## src/rtl/decode_stage.sv

```systemverilog
// decode_stage: registered N-wide decode stage between fetch and rename.
// Each lane is decoded combinationally on input; decoded bundles are held in a
// two-entry FIFO (skid buffer) so in_ready comes straight from a flop.
// An illegal instruction squashes younger lanes and halts intake until flush.
// Optional build macro DECODE_NOP_ELIM_EN: nop lanes are dropped, and bundles
// left with nothing to deliver are accepted but not enqueued.

package decode_pkg;
  localparam logic [2:0] FU_ALU = 3'd0;
  localparam logic [2:0] FU_BR  = 3'd1;
  localparam logic [2:0] FU_LD  = 3'd2;
  localparam logic [2:0] FU_ST  = 3'd3;
  localparam logic [2:0] FU_JMP = 3'd4;
  localparam logic [2:0] FU_SYS = 3'd5;

  typedef struct packed {
    logic [2:0]  fu;
    logic [2:0]  funct3;
    logic        alt;     // sub/sra selector
    logic [4:0]  rd;
    logic [4:0]  rs1;
    logic [4:0]  rs2;
    logic        rd_we;
    logic        nop;     // architecturally no effect (ALU op writing x0)
    logic [31:0] imm;
  } uop_t;
endpackage

// Combinational RV32I decoder for one lane.
module decode
  import decode_pkg::*;
(
  input  logic [31:0] instr_i,
  output uop_t        uop_o,
  output logic        illegal_o
);
  logic [6:0]  opcode;
  logic [2:0]  f3;
  logic [6:0]  f7;
  logic [31:0] imm_i, imm_s, imm_b, imm_u, imm_j;

  assign opcode = instr_i[6:0];
  assign f3     = instr_i[14:12];
  assign f7     = instr_i[31:25];
  assign imm_i  = {{20{instr_i[31]}}, instr_i[31:20]};
  assign imm_s  = {{20{instr_i[31]}}, instr_i[31:25], instr_i[11:7]};
  assign imm_b  = {{19{instr_i[31]}}, instr_i[31], instr_i[7], instr_i[30:25], instr_i[11:8], 1'b0};
  assign imm_u  = {instr_i[31:12], 12'b0};
  assign imm_j  = {{11{instr_i[31]}}, instr_i[31], instr_i[19:12], instr_i[20], instr_i[30:21], 1'b0};

  // Classify the opcode, pick the immediate format and check funct legality.
  always_comb begin
    uop_o        = '0;
    uop_o.funct3 = f3;
    uop_o.rd     = instr_i[11:7];
    uop_o.rs1    = instr_i[19:15];
    uop_o.rs2    = instr_i[24:20];
    illegal_o    = 1'b0;
    case (opcode)
      7'h37, 7'h17: begin
        uop_o.fu = FU_ALU; uop_o.rd_we = 1'b1; uop_o.imm = imm_u;
      end
      7'h6F: begin
        uop_o.fu = FU_JMP; uop_o.rd_we = 1'b1; uop_o.imm = imm_j;
      end
      7'h67: begin
        uop_o.fu = FU_JMP; uop_o.rd_we = 1'b1; uop_o.imm = imm_i;
        illegal_o = (f3 != 3'd0);
      end
      7'h63: begin
        uop_o.fu = FU_BR; uop_o.imm = imm_b;
        illegal_o = (f3 == 3'd2) || (f3 == 3'd3);
      end
      7'h03: begin
        uop_o.fu = FU_LD; uop_o.rd_we = 1'b1; uop_o.imm = imm_i;
        illegal_o = (f3 == 3'd3) || (f3 >= 3'd6);
      end
      7'h23: begin
        uop_o.fu = FU_ST; uop_o.imm = imm_s;
        illegal_o = (f3 >= 3'd3);
      end
      7'h13: begin
        uop_o.fu = FU_ALU; uop_o.rd_we = 1'b1; uop_o.imm = imm_i;
        uop_o.alt = (f3 == 3'd5) && instr_i[30];
        illegal_o = ((f3 == 3'd1) && (f7 != 7'h00)) ||
                    ((f3 == 3'd5) && (f7 != 7'h00) && (f7 != 7'h20));
      end
      7'h33: begin
        uop_o.fu = FU_ALU; uop_o.rd_we = 1'b1;
        uop_o.alt = instr_i[30];
        illegal_o = !((f7 == 7'h00) || ((f7 == 7'h20) && ((f3 == 3'd0) || (f3 == 3'd5))));
      end
      7'h0F, 7'h73: begin
        uop_o.fu = FU_SYS;
      end
      default: illegal_o = 1'b1;
    endcase
    uop_o.nop = !illegal_o && (uop_o.fu == FU_ALU) && (uop_o.rd == 5'd0);
  end
endmodule

module decode_stage
  import decode_pkg::*;
#(
  parameter int INSTR_WIDTH  = 32,
  parameter int DECODE_WIDTH = 2,
  parameter int CNT_WIDTH    = 32
) (
  input  logic                                clk,
  input  logic                                rst_n,
  input  logic                                flush,
  input  logic                                in_valid,
  output logic                                in_ready,
  input  logic [DECODE_WIDTH*INSTR_WIDTH-1:0] in_instr,
  input  logic [DECODE_WIDTH-1:0]             in_lane_mask,
  output logic                                out_valid,
  input  logic                                out_ready,
  output uop_t [DECODE_WIDTH-1:0]             out_uop,
  output logic [DECODE_WIDTH-1:0]             out_lane_valid,
  output logic [DECODE_WIDTH-1:0]             out_invalid,
  output logic                                halted,
  output logic [CNT_WIDTH-1:0]                instr_count
);
  typedef enum logic [1:0] {S_EMPTY, S_ONE, S_FULL} state_e;

  typedef struct packed {
    uop_t [DECODE_WIDTH-1:0] uop;
    logic [DECODE_WIDTH-1:0] lane_valid;
    logic [DECODE_WIDTH-1:0] invalid;
  } entry_t;

  uop_t [DECODE_WIDTH-1:0] dec_uop;
  logic [DECODE_WIDTH-1:0] dec_ill;
  entry_t                  new_entry;
  logic                    older_bad, keep;

  state_e                  state_q, state_d;
  entry_t                  entry_q [2];
  entry_t                  head;
  logic                    rd_ptr_q, rd_ptr_d, wr_ptr;
  logic                    halted_q, halted_d;
  logic                    in_ready_q, in_ready_d;
  logic [CNT_WIDTH-1:0]    cnt_q, cnt_d, cnt_inc;
  logic                    in_fire, out_fire, push, pop;

  generate
    for (genvar gi = 0; gi < DECODE_WIDTH; gi++) begin : g_lane
      decode u_decode (
        .instr_i   (in_instr[gi*INSTR_WIDTH +: 32]),
        .uop_o     (dec_uop[gi]),
        .illegal_o (dec_ill[gi])
      );
    end
  endgenerate

  // Qualify lanes: the first masked illegal lane is kept and flagged, younger lanes are squashed.
  always_comb begin
    new_entry     = '0;
    new_entry.uop = dec_uop;
    older_bad     = 1'b0;
    for (int i = 0; i < DECODE_WIDTH; i++) begin
      if (in_lane_mask[i] && !older_bad) begin
        new_entry.invalid[i] = dec_ill[i];
`ifdef DECODE_NOP_ELIM_EN
        new_entry.lane_valid[i] = dec_ill[i] || !dec_uop[i].nop;
`else
        new_entry.lane_valid[i] = 1'b1;
`endif
        older_bad = dec_ill[i];
      end
    end
`ifdef DECODE_NOP_ELIM_EN
    keep = (|new_entry.lane_valid) || (|new_entry.invalid);
`else
    keep = 1'b1;
`endif
  end

  // Buffer occupancy FSM next state, handshakes, counter and head-entry outputs.
  always_comb begin
    head           = entry_q[rd_ptr_q];
    out_valid      = (state_q != S_EMPTY);
    out_uop        = head.uop;
    out_lane_valid = out_valid ? head.lane_valid : '0;
    out_invalid    = out_valid ? head.invalid : '0;
    in_fire        = in_valid && in_ready_q;
    out_fire       = out_valid && out_ready;
    push           = in_fire && keep && !flush;
    pop            = out_fire && !flush;
    wr_ptr         = (state_q == S_ONE) ? ~rd_ptr_q : rd_ptr_q;
    rd_ptr_d       = pop ? ~rd_ptr_q : rd_ptr_q;
    cnt_inc        = '0;
    for (int i = 0; i < DECODE_WIDTH; i++) begin
      cnt_inc = cnt_inc + CNT_WIDTH'(head.lane_valid[i]);
    end
    cnt_d   = pop ? (cnt_q + cnt_inc) : cnt_q;
    state_d = state_q;
    if (flush) begin
      state_d = S_EMPTY;
    end else if (push && !pop) begin
      case (state_q)
        S_EMPTY: state_d = S_ONE;
        S_ONE:   state_d = S_FULL;
        default: state_d = state_q;
      endcase
    end else if (pop && !push) begin
      case (state_q)
        S_FULL:  state_d = S_ONE;
        S_ONE:   state_d = S_EMPTY;
        default: state_d = state_q;
      endcase
    end
    halted_d   = flush ? 1'b0 : (halted_q || (push && (|new_entry.invalid)));
    in_ready_d = (state_d != S_FULL) && !halted_d;
  end

  // State register, pointers, flags, counter and the two buffer entries.
  always_ff @(posedge clk or negedge rst_n) begin
    if (!rst_n) begin
      state_q    <= S_EMPTY;
      rd_ptr_q   <= 1'b0;
      halted_q   <= 1'b0;
      in_ready_q <= 1'b1;
      cnt_q      <= '0;
      entry_q[0] <= '0;
      entry_q[1] <= '0;
    end else begin
      state_q    <= state_d;
      rd_ptr_q   <= rd_ptr_d;
      halted_q   <= halted_d;
      in_ready_q <= in_ready_d;
      cnt_q      <= cnt_d;
      if (push) entry_q[wr_ptr] <= new_entry;
    end
  end

  assign in_ready    = in_ready_q;
  assign halted      = halted_q;
  assign instr_count = cnt_q;
endmodule

```

## config.mk

```make
export PLATFORM = sky130hd
export DESIGN_NAME = decode_stage
export DESIGN_NICKNAME = d
export VERILOG_FILES = /design/src/rtl/decode_stage.sv
export SDC_FILE = /design/constraint.sdc
export NUM_CORES = 1
export LEC_CHECK = 0
export CAP_MARGIN = 20
export CORE_MARGIN = 5
export CORE_UTILIZATION = 54
export DETAILED_ROUTE_END_ITERATION = 6
export GPL_TIMING_DRIVEN = 0
export HOLD_SLACK_MARGIN = 0.15
export PLACE_DENSITY_LB_ADDON = 0.12
export RECOVER_POWER = 50
export SYNTH_ARGS = -nofsm -noshare
export SYNTH_HDL_FRONTEND = slang
export SYNTH_SLANG_ARGS = --single-unit
```

## constraint.sdc

```tcl
create_clock -name clk -period 3.4 [get_ports clk]
set_input_delay 0.68 -clock clk [delete_from_list [all_inputs] [get_ports clk]]
set_output_delay 0.68 -clock clk [all_outputs]
set_load 0.01 [all_outputs]
```

Word level (Yosys, flattened, before mapping)

Cells that the tools add are included.

Register bits: 269
Output and inout port bits: 151
Logic and storage cells: 194

Add/subtract/negate cells: 2
Order comparisons: 7
Equal/unequal tests: 37
Multiplexer cells: 29
Bitwise logic cells: 3
Reduce and logical (&&, ||, !) cells: 71

Operators with widths:

| cell               | count |
|---|---|
| $mux 116           | 4 |
| $pmux 32 s5        | 2 |
| $bwmux 232         | 1 |
| $demux 116 s1      | 1 |
| $eq 7x6->1 const B | 8 |
| $eq 7x7->1 const B | 8 |
| $add 32x2->32      | 1 |
| $pmux 3 s5         | 2 |
| $eq 7x5->1 const B | 4 |
| $logic_and 1x1->1  | 24 |
| $eq 7x2->1 const B | 2 |
| $eq 7x4->1 const B | 2 |
| $logic_not 7->1    | 2 |
| $ne 7x6->1 const B | 2 |
| $pmux 1 s7         | 2 |
| $reduce_bool 7->1  | 2 |
| $reduce_or 2->1    | 7 |
| $reduce_or 7->1    | 2 |
| $eq 3x2->1 const B | 4 |
| $logic_not 3->1    | 4 |
| $logic_or 1x1->1   | 11 |
| $logic_not 5->1    | 2 |
| $mux 2             | 5 |
| $reduce_or 5->1    | 2 |
| other kinds (20)   | 45 |

Depth between registers and ports, before layout

Gate-level depths: netlist of run 1.

Depth in word-level cells: 16
Mapped depth: 11
Depth with buffers taken out: 8

Hierarchy

A second synthesis of run 1 with hierarchy kept.

Cell total of the unflattened synthesis: 1560
Area total of the unflattened synthesis: 13819.5 µm²

Modules (own cells, without submodules):

| module       | instances | cells each | area each (µm²) | sequential area each (µm²) |
|---|---|---|---|---|
| decode_stage | 1         | 1274       | 11920.2         | 6732.7 |
| decode       | 2         | 143        | 949.7           | 0.0 |

Worst setup path after synthesis of run 1

No wires, ideal clock.

Kind: register to register
Start point: register rd_ptr_q
End point: register cnt_q[30], in the netlist instr_count[30]
Library setup time: 125 ps
Arrival time: 2717 ps
Data required time: 3275 ps
Setup slack: 557 ps
Stages on the path, launching flop included: 12
Path buffers: 3
Period minus slack after synthesis: 2843 ps
Cells stage by stage: dfrtp_1 buf_2 buf_1 buf_2 mux2i_1 fa_1 inv_1 ha_1 nand4_4 nor4_4 nand4_1 xnor2_1

Word-level cells in the longest chain between the ends: 6

RTL lines:

| element                                      | line | RTL |
|---|---|---|
| from (decl)                                  | 140  | `logic rd_ptr_q, rd_ptr_d, wr_ptr;` |
| from (signal assigned)                       | 229  | `rd_ptr_q <= rd_ptr_d;` |
| $not 1->2 (implied by the code)              | 181  | `head = entry_q[rd_ptr_q];` |
| $mux 116 (implied by the code) (3 in series) | 181  |  |
| $add 1x1->2                                  | 194  | `cnt_inc = cnt_inc + CNT_WIDTH'(head.lane_valid[i]);` |
| $add 32x2->32                                | 196  | `cnt_d = pop ? (cnt_q + cnt_inc) : cnt_q;` |
| to (signal assigned)                         | 232  | `cnt_q <= cnt_d;` |
| to (decl)                                    | 143  | `logic [CNT_WIDTH-1:0] cnt_q, cnt_d, cnt_inc;` |

No other way between the ends. The select of a mux whose other input is x is not followed.
A chain may end at the register's enable or synchronous reset.

==> impl_metrics.toml, run 1 <==
[worst_setup_path]
crit_required_ns = 2.72
worstSetupEndpointType = "output port"
critical_path_peak_fanout = 10
rr_worst_depth = 11
crit_path_start_kind = "register"
critical_path_class = "reg2out"
worstPathArrival_ns = 2.66

[grt]
gr-total-overflow = 0
first_global_vias = 11000
global_route_wire_length_before_repair_um = 59900
grt_antenna_before_repair = 0
grt_use_total = 0.279
largest_net_degree_at_the_start_of_global_routing = 112

[cells_and_area]
flow.area_growth_from_synthesis_pct = 27.4
antenna-diode-count = 0
stdcell_area_sq_mm = 0.0165
finalNetCount = 1670
layout_utilization = 0.701
nFillCells = 1855
drive_gt1_frac = 0.137
final_instance_count_excl_fillers = 1934

[sta]
final_critical_path_share_of_the_clock_period = 0.984
relative_max_transition_margin = 0.184
maxClockFrequency_mhz = 299
tightestPinTransition_ns = 1.22
grt_setup_unrepaired = "false"
layout_setup_ws_ns = 0.0560
fin_worst_skew_ns = 0.0109
final.min_clock_period_ns = 3.34
finalSetupViolCount = 0
finalMaxSlewViolations = 0
timing_hold_violations_final = 0

[placement]
place.gp.congestion = 0.954
hpwl_um = 27600
placed_cells = 1880
port_buffers = 215
place_ws_ns = -0.334
placedInstanceArea_sq_mm = 0.0156

[min_path]
worstHoldPathType = "in2reg"
holdPathStages = 2

[clocking]
cts-buffers-inserted = 29
cts.repair_timing.setup_buffer_count = 0
clk-insertion-delay-late_ns = 0.54
root_buffer = "sky130_fd_sc_hd__clkbuf_16"
numClockSinks = 269
cts.path.max_buffers = 3
cts_tree = "built"
ctsHtreeMaxLevel = 1
path_clk_slew_ns = 0.06

[drt]
via_density_per_instance = 5.73
drt-wirelength-per-cell_um = 19.8
dr.first_iter.drc_count = 1023
drt-pass1-iter-count = 5
routed-via-count = 11100
wl_um = 38200
post-route-drc-count = 0
antenna_violating_nets_post_route = 0

[synth]
yosys-top-cells-count = "sky130_fd_sc_hd__nand2_1, sky130_fd_sc_hd__dfrtp_1, sky130_fd_sc_hd__o21ai_0"
synth-seq-cells = 269
synth-seq-area-share = 0.520
synth-warning-count = 0
async_reset_ff_frac = 1.00
mappedNetlistNets = 1420
synthesis.area_sq_mm = 0.0130
synthCells = 1344
number_of_synthesized_flops_with_an_enable_pin = 0
post-synth-top-count-cell = "sky130_fd_sc_hd__nand2_1"
synthesis.area_per_instance_sq_um = 9.64
synth.top_cells.by_area = "sky130_fd_sc_hd__dfrtp_1, sky130_fd_sc_hd__nand2_1, sky130_fd_sc_hd__mux2_2"
synth_flop_cell = "sky130_fd_sc_hd__dfrtp_1"
fraction_of_synthesized_cell_area_taken_by_the_top_area_cell_type = 0.518
synth.lib_cells_used.distinct = 76
synth_top_cell_by_area = "sky130_fd_sc_hd__dfrtp_1"

[floorplanning]
dieHeight_um = 165
die-width_um = 165
placement_rows = 56
floorplan.core_area_sq_mm = 0.0235
ioPinCount = 222
floorplan.initialDensity = 0.550
die_area_sq_mm = 0.0272

[pwr]
power_uw = 11200
power_density_of_the_placed_cells_mw_per_mm2 = 676
leakagePower_uw = 0.00746
power.ir.vdd_worst_uv = 462

[flow_run]
max_cap_violations = 0

[outcome]
outcome = "finished clean"
==> area by class of cell <==
class | instances | area [sq um] | area share
tap | 319 | 399 | 0.0242
clock buffer | 34 | 774 | 0.0469
timing repair buffer | 219 | 2210 | 0.134
multi-input combinational | 975 | 5770 | 0.350
buffer | 87 | 388 | 0.0235
inverter | 13 | 48.8 | 0.00296
clock inverter | 18 | 184 | 0.0111
sequential | 269 | 6730 | 0.408
==> what timing repair did <==
| item | 4_1_cts | 5_1_grt |
|---|---|---|
| hold buffers | 1 | 0 |
| resized for setup | 10 | 0 |
| hold endpoints to repair | 73 | 0 |
| endpoints found under the setup margin | 75 | 0 |
==> cells by family (layout without fill, tap and decap cells) <==
| kind of cell | after synthesis | count (layout) | share of synthesized area |
|---|---|---|---|
| AOI/OAI and AO/OA | 258 | 258 | 0.122 |
| xor gates and xnor gates | 35 | 35 | 0.0237 |
| adders and majority gates | 6 | 6 | 0.00628 |
| buffers and inverters | 100 | 371 | 0.0329 |
| DFF | 269 | 269 | 0.520 |
| muxes | 126 | 126 | 0.109 |
| and+or+nand+nor | 550 | 550 | 0.187 |
==> path summary, 6_finish.rpt <==
check                             from         endpoint  slack, ns
max reg2reg                   rd_ptr_q  instr_count[30]       0.33
max in group asynchronous        rst_n     entry_q[181]       0.65
max                           rd_ptr_q      out_uop[54]       0.06
min                              flush       state_q[0]       0.39
min in group asynchronous        rst_n  instr_count[24]       0.68
min reg2reg                entry_q[95]      entry_q[95]       0.47
==> per-stage QoR <==
| stage | hold WS, ns | setup TNS (ns) |
|---|---|---|
| floorplan | 0.384 | 0 |
| global placement | 0.452 | -2619.60 |
| detailed placement | 0.457 | -5.58 |
| CTS | 0.375 | 0 |
| global route | 0.399 | 0 |
| finish | 0.393 | 0 |
==> critical path, stage by stage (launching register included) <==
cell and delay (ns):
sky130_fd_sc_hd__dfrtp_1 0.36, sky130_fd_sc_hd__buf_4 0.24, sky130_fd_sc_hd__buf_1 0.57, sky130_fd_sc_hd__mux2_2 0.45
sky130_fd_sc_hd__clkdlybuf4s50_1 0.49
==> report_power, final <==
part / internal, uW / switching, uW
Sequential: 3870 / 354
Clock: 1860 / 1320
Combinational: 1810 / 1960
==> sequential cells by signal, indices dropped and copies added, names as in the netlist <==
name	count
entry_q	232
halted	1
in_ready	1
instr_count	32
rd_ptr_q	1
state_q	2
==> metal layers <==
layer / up-vias / GRT usage / share of wire
met1: 5480 / 0.389 / 0.42
li1: 5110 / - / -
met3: 73 / 0.0437 / 0.072
met4: 0 / 0.0813 / 0.030
met2: 418 / 0.455 / 0.48
met5: - / 0 / 0
==> cells in the final DEF, fill, tap and decap left out, drive strengths merged, types with 12 or more instances in the layout <==
| cell type | n |
|---|---|
| clkdlybuf4s50 | 176 |
| mux2 | 122 |
| inv | 15 |
| buf | 39 |
| nand4 | 12 |
| xnor2 | 24 |
| clkbuf | 86 |
| nand2 | 419 |
| nor2 | 36 |
| dlygate4sd3 | 39 |
| nor2b | 12 |
| o21ai | 143 |
| dfrtp | 268 |
| a21oi | 21 |
| a22oi | 38 |
(Power assumes the default switching activity.)
==> run 2, diff against run 1 <==
--- a/config.mk
+++ b/config.mk
@@ -5,9 +5,10 @@
 export SDC_FILE = /design/constraint.sdc
 export NUM_CORES = 1
 export LEC_CHECK = 0
-export CAP_MARGIN = 20
+export CELL_PAD_IN_SITES_DETAIL_PLACEMENT = 1
+export CELL_PAD_IN_SITES_GLOBAL_PLACEMENT = 1
 export CORE_MARGIN = 5
-export CORE_UTILIZATION = 54
+export CORE_UTILIZATION = 41
 export DETAILED_ROUTE_END_ITERATION = 6
 export GPL_TIMING_DRIVEN = 0
 export HOLD_SLACK_MARGIN = 0.15
==> impl_metrics.toml, run 2 (synthesis gave the netlist of run 1 again) <==
[grt]
busiest_layer = "met2"
largest_net_degree_at_the_start_of_global_routing = 92
groute.layer.met1.usage = 0.321
grt.met3_usage = 0.0443
gr-total-overflow = 0
grt_use_total = 0.240
global_route_wire_length_before_repair_um = 68200
first_global_vias = 12000
grt_antenna_before_repair = 1
grtUsageMet2 = 0.412

[outcome]
outcome = "finished with violations"
failing_checks = "max-capacitance violations, max-slew violations"

[sta]
final_critical_path_share_of_the_clock_period = 0.983
relative_max_transition_margin = -0.619
maxClockFrequency_mhz = 299
grt_setup_unrepaired = "true"
finalMaxSlewViolations = 88
finalSetupViolCount = 0
fin_worst_skew_ns = 0.0151
tightestPinTransition_ns = 2.43
final.min_clock_period_ns = 3.34
timing_hold_violations_final = 0

[min_path]
worstHoldPathType = "in2reg"

[drt]
drt-pass1-iter-count = 5
post-route-drc-count = 0
drt-wirelength-per-cell_um = 21.2
via_density_per_instance = 5.46
routed-via-count = 11000
antenna_violating_nets_post_route = 0
dr.first_iter.drc_count = 586
wl_um = 42900

[cells_and_area]
antenna-diode-count = 0
mostFrequentLayoutCell = "sky130_fd_sc_hd__nand2_1"
most-common-layout-cells = "sky130_fd_sc_hd__nand2_1, sky130_fd_sc_hd__dfrtp_1, sky130_fd_sc_hd__clkdlybuf4s50_1"
stdcell_area_sq_mm = 0.0167
drive_gt1_frac = 0.142
finalNetCount = 1670
regMostFlops = "entry_q"
largest_register_ffs = 232
nFillCells = 3562
flow.area_growth_from_synthesis_pct = 28.9

[pwr]
swShare = 0.328
power_density_of_the_placed_cells_mw_per_mm2 = 682
power_uw = 11400
intPower_uw = 7650
power.ir.vdd_worst_uv = 469
p_comb_frac = 0.340
switching_power_uw = 3740
sequentialPowerShare = 0.371
leakagePower_uw = 0.00750
p_clk_frac = 0.289

[clocking]
cts.repair_timing.setup_buffer_count = 0
root_buffer = "sky130_fd_sc_hd__clkbuf_16"
cts.path.max_buffers = 3
path_clk_slew_ns = 0.07
cts_tree = "built"
ctsHtreeMaxLevel = 1
cts-hold-fix-buffers = 0
cts-buffers-inserted = 31
numClockSinks = 269
clk-insertion-delay-late_ns = 0.56

[floorplanning]
ioPinCount = 222
die-width_um = 188
placement_rows = 65
floorplan.core_area_sq_mm = 0.0314
dieHeight_um = 188
floorplan.initialDensity = 0.413
die_area_sq_mm = 0.0353

[worst_setup_path]
crit_required_ns = 2.72
critical_path_class = "reg2out"
r2r_start = "rd_ptr_q"
regToRegEndpoint = "instr_count[28]"
critical_path_peak_fanout = 10
crit_path_start_kind = "register"
worstPathArrival_ns = 2.66
rr_worst_depth = 11
worstSetupEndpointType = "output port"
reg2reg_setup_slack_ns = 0.33
setup.worst_path.start = "rd_ptr_q"
cp-endpoint = "out_uop[103]"

[flow_run]
max_cap_violations = 1

[placement]
placedInstanceArea_sq_mm = 0.0157
hpwl_um = 31300
port_buffers = 215
place.gp.congestion = 0.885
==> run 2: changes by cell type in the layout (fill, tap and decap cells not counted), moves of 3 or more <==
cell / change
sky130_fd_sc_hd__dlygate4sd3_1: -9
sky130_fd_sc_hd__clkdlybuf4s50_1: +8
sky130_fd_sc_hd__clkbuf_8: +7
sky130_fd_sc_hd__buf_1: -3
sky130_fd_sc_hd__buf_2: +3
sky130_fd_sc_hd__clkbuf_1: +3
sky130_fd_sc_hd__clkinvlp_4: -3
==> run 2: final cells by class <==
cell class                      instances  area (sq um)  area share
Sequential cell                       269          6730       0.403
Multi-Input combinational cell        975          5810       0.348
Timing Repair Buffer                  217          2200       0.132
Clock buffer                           49           943      0.0565
Tap cell                              402           503      0.0301
Buffer                                 87           400      0.0240
Clock inverter                          8          65.1     0.00390
Inverter                               13          48.8     0.00292
==> run 2: how the worst min path moves through the flow <==
| stage | start | end | slack (ns) | cells past startpoint |
|---|---|---|---|---|
| 5_1_grt | in_instr[44] | entry_q[110] | 0.38 | 3 |
| 3_3_place_gp | entry_q[41] | entry_q[41] | 0.45 | 2 |
| 4_1_cts | rst_n | instr_count[16] | 0.15 | 1 |
| 3_5_place_dp | entry_q[51] | entry_q[51] | 0.46 | 2 |
| 2_1_floorplan | rst_n | entry_q[0] | 0.38 | 0 |
| 6_report | in_instr[44] | entry_q[226] | 0.38 | 3 |
==> run 2: per-layer routing <==
layer | part of all wire | vias up
li1 | - | 5101
met1 | 0.44 | 5634
met2 | 0.49 | 252
met3 | 0.050 | 46
met4 | 0.018 | 2
met5 | 0.00026 | -
==> run 2: power by group through the flow <==
stage / clock network [uW] / registers (uW) / logic, uW
finish: 3290 / 4230 / 3880
detailed placement: 0 / 4270 / 3870
global placement: 0 / 4240 / 3780
floorplan: 0 / 4170 / 2060
global route: 3510 / 4310 / 4190
CTS: 3360 / 4230 / 3920
==> run 2: stage by stage <==
stage                      util  setup slack (ns)  setup TNS [ns]  hold WS (ns)  instances
final                     0.532            0.0591               0         0.379       2020
after global routing      0.532          -0.00343        -0.00343         0.379       2020
after CTS                 0.532           0.00343               0         0.150       2020
after detailed placement  0.499            -0.453          -13.23         0.457       1963
after global placement    0.497            -10.24        -2752.48         0.452       1961
after floorplan               -             0.557               0         0.384       1344
==> run 2: what timing repair did <==
item                       4_1_cts  5_1_grt
setup endpoints to repair      131       14
gates resized for setup         11        6
cloned                           0        0
==> run 2: worst max-delay path, stage by stage (launching register included) <==
cell	delay, ns
sky130_fd_sc_hd__dfrtp_1	0.37
sky130_fd_sc_hd__buf_4	0.25
sky130_fd_sc_hd__buf_4	0.27
sky130_fd_sc_hd__buf_2	0.33
sky130_fd_sc_hd__mux2_2	0.40
sky130_fd_sc_hd__clkdlybuf4s50_1	0.49
